`src/rtl/fifo_pkg.sv`:
```
// ============================================================================
// fifo_pkg : shared defaults and read-mode encodings for fifo_param
// Revision : 1.0
// ============================================================================
`default_nettype none

package fifo_pkg;

  localparam int FIFO_WIDTH_DEFAULT    = 8;
  localparam int FIFO_ADDR_BIT_DEFAULT = 4;

  typedef enum logic {
    FIFO_MODE_REG  = 1'b0,
    FIFO_MODE_FWFT = 1'b1
  } fifo_mode_e;

endpackage : fifo_pkg

`default_nettype wire

```
`src/rtl/fifo_mem.sv`:
```
// ============================================================================
// fifo_mem : DEPTH x WIDTH simple dual-port storage, sync write, async read
// Revision : 1.0
// ============================================================================
`default_nettype none

module fifo_mem
  import fifo_pkg::*;
#(
  parameter int WIDTH    = FIFO_WIDTH_DEFAULT,
  parameter int ADDR_BIT = FIFO_ADDR_BIT_DEFAULT
) (
  input  logic                clk,
  input  logic                we,
  input  logic [ADDR_BIT-1:0] waddr,
  input  logic [WIDTH-1:0]    wdata,
  input  logic [ADDR_BIT-1:0] raddr,
  output logic [WIDTH-1:0]    rdata
);

  localparam int DEPTH = 2 ** ADDR_BIT;

  // Contents are deliberately not reset so the array can map onto RAM.
  logic [WIDTH-1:0] mem_q [DEPTH];

  always_ff @(posedge clk) begin
    if (we) begin
      mem_q[waddr] <= wdata;
    end
  end

  assign rdata = mem_q[raddr];

endmodule : fifo_mem

`default_nettype wire

```
`src/rtl/fifo_param.sv`:
```
// ============================================================================
// fifo_param : parameterised synchronous FIFO, registered or FWFT read
// Revision : 1.0
// ============================================================================
`default_nettype none

module fifo_param
  import fifo_pkg::*;
#(
  parameter int WIDTH    = FIFO_WIDTH_DEFAULT,
  parameter int ADDR_BIT = FIFO_ADDR_BIT_DEFAULT,
  parameter int AF_LEVEL = (2 ** ADDR_BIT) - 2,
  parameter int AE_LEVEL = 2,
  parameter int FWFT     = 0
) (
  input  logic                clk,
  input  logic                rst_n,
  input  logic                clr,
  input  logic                wen,
  input  logic [WIDTH-1:0]    in,
  input  logic                ren,
  output logic [WIDTH-1:0]    out,
  output logic                valid,
  output logic                empty,
  output logic                full,
  output logic                almost_full,
  output logic                almost_empty,
  output logic [ADDR_BIT:0]   count,
  output logic                overflow,
  output logic                underflow
);

  localparam logic [ADDR_BIT:0] FULL_COUNT = {1'b1, {ADDR_BIT{1'b0}}};
  localparam logic [ADDR_BIT:0] PTR_ONE    = {{ADDR_BIT{1'b0}}, 1'b1};
  localparam logic [ADDR_BIT:0] AF_COUNT   = AF_LEVEL[ADDR_BIT:0];
  localparam logic [ADDR_BIT:0] AE_COUNT   = AE_LEVEL[ADDR_BIT:0];

  logic [ADDR_BIT:0] wr_ptr_q, wr_ptr_d;
  logic [ADDR_BIT:0] rd_ptr_q, rd_ptr_d;
  logic [ADDR_BIT:0] count_q, count_d;
  logic              overflow_q, overflow_d;
  logic              underflow_q, underflow_d;
  logic              wr_accept, rd_accept, mem_we;
  logic [WIDTH-1:0]  mem_rdata;

  assign empty        = (count_q == '0);
  assign full         = (count_q == FULL_COUNT);
  assign almost_full  = (count_q >= AF_COUNT);
  assign almost_empty = (count_q <= AE_COUNT);
  assign count        = count_q;
  assign overflow     = overflow_q;
  assign underflow    = underflow_q;

  assign wr_accept = wen && !full;
  assign rd_accept = ren && !empty;
  assign mem_we    = wr_accept && !clr && rst_n;

  always_comb begin
    wr_ptr_d    = wr_ptr_q;
    rd_ptr_d    = rd_ptr_q;
    overflow_d  = overflow_q;
    underflow_d = underflow_q;
    if (clr) begin
      wr_ptr_d    = '0;
      rd_ptr_d    = '0;
      overflow_d  = 1'b0;
      underflow_d = 1'b0;
    end else begin
      if (wr_accept) wr_ptr_d = wr_ptr_q + PTR_ONE;
      if (rd_accept) rd_ptr_d = rd_ptr_q + PTR_ONE;
      if (wen && full) overflow_d = 1'b1;
      if (ren && empty) underflow_d = 1'b1;
    end
    count_d = wr_ptr_d - rd_ptr_d;
  end

  always_ff @(posedge clk) begin
    if (!rst_n) begin
      wr_ptr_q    <= '0;
      rd_ptr_q    <= '0;
      count_q     <= '0;
      overflow_q  <= 1'b0;
      underflow_q <= 1'b0;
    end else begin
      wr_ptr_q    <= wr_ptr_d;
      rd_ptr_q    <= rd_ptr_d;
      count_q     <= count_d;
      overflow_q  <= overflow_d;
      underflow_q <= underflow_d;
    end
  end

  fifo_mem #(
    .WIDTH    (WIDTH),
    .ADDR_BIT (ADDR_BIT)
  ) u_mem (
    .clk   (clk),
    .we    (mem_we),
    .waddr (wr_ptr_q[ADDR_BIT-1:0]),
    .wdata (in),
    .raddr (rd_ptr_q[ADDR_BIT-1:0]),
    .rdata (mem_rdata)
  );

  generate
    if (FWFT == int'(FIFO_MODE_FWFT)) begin : g_fwft
      // Head word is driven straight from the async read port; zero while empty.
      assign valid = !empty;
      assign out   = empty ? '0 : mem_rdata;
    end else begin : g_reg
      logic [WIDTH-1:0] out_q, out_d;
      logic             valid_q, valid_d;

      always_comb begin
        out_d   = out_q;
        valid_d = 1'b0;
        if (!clr && rd_accept) begin
          out_d   = mem_rdata;
          valid_d = 1'b1;
        end
      end

      always_ff @(posedge clk) begin
        if (!rst_n) begin
          out_q   <= '0;
          valid_q <= 1'b0;
        end else begin
          out_q   <= out_d;
          valid_q <= valid_d;
        end
      end

      assign out   = out_q;
      assign valid = valid_q;
    end
  endgenerate

endmodule : fifo_param

`default_nettype wire

```
`config.mk`:
```
export PLATFORM = sky130hd
export DESIGN_NAME = fifo_param
export DESIGN_NICKNAME = d
export VERILOG_FILES = /design/src/rtl/fifo_pkg.sv /design/src/rtl/fifo_mem.sv /design/src/rtl/fifo_param.sv
export SDC_FILE = /design/constraint.sdc
export NUM_CORES = 1
export LEC_CHECK = 0
export CORE_MARGIN = 2
export CORE_UTILIZATION = 43
export DETAILED_ROUTE_END_ITERATION = 7
export DONT_BUFFER_PORTS = 1
export HOLD_SLACK_MARGIN = 0.03
export PLACE_DENSITY = 0.66
export SLEW_MARGIN = 20
export SYNTH_ARGS = -nofsm -noshare
export SYNTH_HDL_FRONTEND = slang
export SYNTH_SLANG_ARGS = --single-unit
```
`constraint.sdc`:
```
create_clock -name clk -period 2.9 [get_ports clk]
set_input_delay 0.58 -clock clk [delete_from_list [all_inputs] [get_ports clk]]
set_output_delay 0.58 -clock clk [all_outputs]
set_load 0.02 [all_outputs]
```
==> results.json <==
{
  "status": "completed",
  "p_leak_nw": 2.38,
  "synth_nets": 379,
  "min_to": "rd_ptr_q[0]$_SDFF_PN0_",
  "nNetsFinal": 412,
  "p_seq_frac": 0.522,
  "drt_iter0_drc": 310,
  "overflow": 0,
  "ir_drop_mv": 0.452,
  "portBuffers": 0,
  "clkPwrFrac": 0.428,
  "reg2reg_from": "count[2]$_SDFF_PN0_",
  "ctsHoldBuffers": 0,
  "worstPathMaxFanout": 5,
  "cts_tree": "done",
  "drtPass1Iterations": 5,
  "fillerInstances": 1169,
  "grt_max_degree": 25,
  "grt_pass1_vias": 3204,
  "r2r_slack_ns": 0.06,
  "synthArstFlopShare": 0,
  "synth_ff_type": "edfxtp_1",
  "synth_area_sq_um": 6280,
  "holdPathStages": 1,
  "coreArea_sq_um": 14400,
  "ant_nets": 0,
  "dp_cells": 549,
  "synth_seq_cells": 154,
  "cts_made_buffers": 17,
  "final.period_utilization": 0.981,
  "cpPeakStageDelay_ns": 0.42,
  "area_growth_pct": 14.4,
  "utilization": 0.498,
  "insertion_delay_ns": 0.42,
  "ys_warn_count": 0,
  "dieArea_sq_um": 15600,
  "p_sw_frac": 0.211,
  "totalWireLength_mm": 12.1,
  "place_hpwl_mm": 7.63,
  "cts_max_level": 4,
  "final_common_cell": "edfxtp_1",
  "multi_input_area_sq_um": 1790,
  "holdCritStartpoint": "clr",
  "grtUsageTotal": 0.163,
  "rsz0062_at_grt": "yes",
  "path_cells": "or3_4 -> o31ai_4 -> xor2_1 -> nor2_1 -> ha_2 -> fa_2 -> inv_2 -> a21o_1 -> a21oi_2 -> xnor2_1 -> mux2_4",
  "die_x_um": 125,
  "grt_pass1_wl_mm": 18.6,
  "synth.avg_cell_area_sq_um": 17.7,
  "hold_class": "input pin to register",
  "ff_latch_area_sq_um": 4370,
  "drive_above_1_share": 0.253,
  "intPower_mw": 3.69,
  "combPwrFrac": 0.049,
  "hold_violations": 0,
  "ys_seq_area_frac": 0.694,
  "report.final.slew_viol_count": 0,
  "maxClockFrequency_mhz": 352,
  "gp_congestion": 0.804,
  "powerDensity_nw_per_um2": 651,
  "antenna_found_initial": 0,
  "cp-start-kind": "register",
  "die_h_um": 125,
  "rows": 44,
  "layout_common_cells": "128 x edfxtp_1, 34 x nor2_1, 30 x buf_4",
  "skew_ns": 0.00808,
  "drc": 0,
  "viasPerCell": 5.46,
  "cts_sinks": 154,
  "end_kind": "register",
  "setup_viol": 0,
  "clockBufferDepth": 2,
  "r2r-end": "count[4]$_SDFF_PN0_",
  "stdcell_count": 584,
  "critPathRequiredTime_ns": 3.21,
  "antenna_cells": 0,
  "syn_inst": 356,
  "worstMarginPinSlew_ns": 0.731,
  "crit_arrival_ns": 3.15,
  "timing_worst_setup_path_type": "register to register",
  "maxCapViolations": 0,
  "critical_path.slowest_cell": "or3_4",
  "vias": 3191,
  "io_pins": 33,
  "start_util": 0.436,
  "power.switching_mw": 0.988,
  "cts-root-buf": "clkbuf_16",
  "r2r_cells": 11,
  "post_drt_wl_per_cell_um": 20.6,
  "slew_headroom": 0.509,
  "synth_edf_count": 128,
  "clk_pin_slew_ns": 0.06,
  "synth_cell_types": 43,
  "min_period_ns": 2.84
}
## layout make-up
class / instances / area share
Tap cell: 184 / 0.0320
Timing Repair Buffer: 31 / 0.0320
Inverter: 12 / 0.00627
Multi-Input combinational cell: 173 / 0.249
Clock buffer: 18 / 0.0597
Sequential cell: 154 / 0.607
Clock inverter: 12 / 0.0139
## cell families after synthesis
kind of cell               count (synthesis)  synth area share
DFF                                      154             0.694
and+or+nand+nor                           78            0.0565
AOI/OAI and AO/OA                         38            0.0549
muxes                                     36             0.130
buffers and inverters                     29            0.0275
xor gates and xnor gates                  11            0.0153
adders and majority gates                 10            0.0211
## cells in the mapped netlist, types with 2 or more instances
| cell | count | area, sq um |
|---|---|---|
| edfxtp_1 | 128 | 3840 |
| nor2_1 | 35 | 131 |
| dfxtp_1 | 26 | 521 |
| mux4_2 | 17 | 383 |
| mux4_1 | 15 | 394 |
| nand2_1 | 15 | 56.3 |
| inv_1 | 11 | 41.3 |
| nor3_1 | 11 | 55.1 |
| ha_1 | 9 | 113 |
| a221oi_2 | 8 | 120 |
| a22o_1 | 8 | 70.1 |
| o21ai_1 | 8 | 40.0 |
| xnor2_1 | 7 | 61.3 |
| a21oi_1 | 6 | 30.0 |
| buf_2 | 5 | 25.0 |
| clkbuf_1 | 4 | 15.0 |
| xor2_1 | 4 | 35.0 |
| buf_6 | 3 | 33.8 |
| mux2i_1 | 3 | 30.0 |
| nand2b_1 | 3 | 18.8 |
| nor2b_1 | 3 | 18.8 |
| or2_1 | 3 | 18.8 |
| a21o_1 | 2 | 15.0 |
| buf_4 | 2 | 15.0 |
| nand3_1 | 2 | 10.0 |
## power by group through the flow
| stage | registers (mW) | clock network (mW) | logic [mW] |
|---|---|---|---|
| finish | 2.44 | 2.00 | 0.231 |
| global route | 2.44 | 2.15 | 0.251 |
| CTS | 2.44 | 2.05 | 0.209 |
| detailed placement | 2.49 | 0 | 0.208 |
| global placement | 2.49 | 0 | 0.206 |
| floorplan | 2.49 | 0 | 0.167 |
## worst max-delay path, delay by kind of cell (launching register included)
family	cells	cell delay [ns]
DFF	1	0.32
buffers and inverters	1	0.05
AOI/OAI and AO/OA	3	0.53
muxes	1	0.32
xor gates and xnor gates	2	0.42
and+or+nand+nor	2	0.50
adders and majority gates	2	0.60
## stage by stage
step	setup WS [ns]	TNS, ns	power [mW]	cell area, sq um	hold WS [ns]
4_1_cts	0.0773	0	4.70	7110	0.211
3_3_place_gp	0.148	0	2.70	6580	0.513
5_1_grt	-0.0463	-0.0463	4.84	7190	0.207
6_report	0.0562	0	4.68	7190	0.222
3_5_place_dp	0.106	0	2.70	6580	0.540
2_1_floorplan	0.130	0	2.66	6280	0.499
## timing repair
item,4_1_cts,5_1_grt
endpoints found under the setup margin,0,1
gates resized for setup,0,10
buffers inserted,0,5
## metal layers
layer / track usage / vias up / share of wire
li1: - / 1463 / -
met1: 0.212 / 1661 / 0.44
met2: 0.264 / 52 / 0.51
met3: 0.0498 / 15 / 0.038
met4: 0.0556 / 0 / 0.011
met5: 0 / - / 0
## flip-flops by register name (all words and copies together), names as in the netlist
| signal | flops |
|---|---|
| underflow | 1 |
| valid | 1 |
| overflow | 1 |
| count | 5 |
| wr_ptr_q | 5 |
| rd_ptr_q | 5 |
| out | 8 |
| u_mem.mem_q | 128 |
## worst max path at each step
stage | from | end | slack, ns | cells after the start
2_1_floorplan | count[1]$_SDFF_PN0_ | count[4]$_SDFF_PN0_ | 0.13 | 11
5_1_grt | count[2]$_SDFF_PN0_ | count[4]$_SDFF_PN0_ | -0.05 | 11
3_5_place_dp | count[1]$_SDFF_PN0_ | count[4]$_SDFF_PN0_ | 0.11 | 11
4_1_cts | count[1]$_SDFF_PN0_ | count[4]$_SDFF_PN0_ | 0.08 | 11
6_report | count[2]$_SDFF_PN0_ | count[4]$_SDFF_PN0_ | 0.06 | 11
3_3_place_gp | count[1]$_SDFF_PN0_ | count[4]$_SDFF_PN0_ | 0.15 | 11
Note: power is estimated with default switching activity, not from simulation.
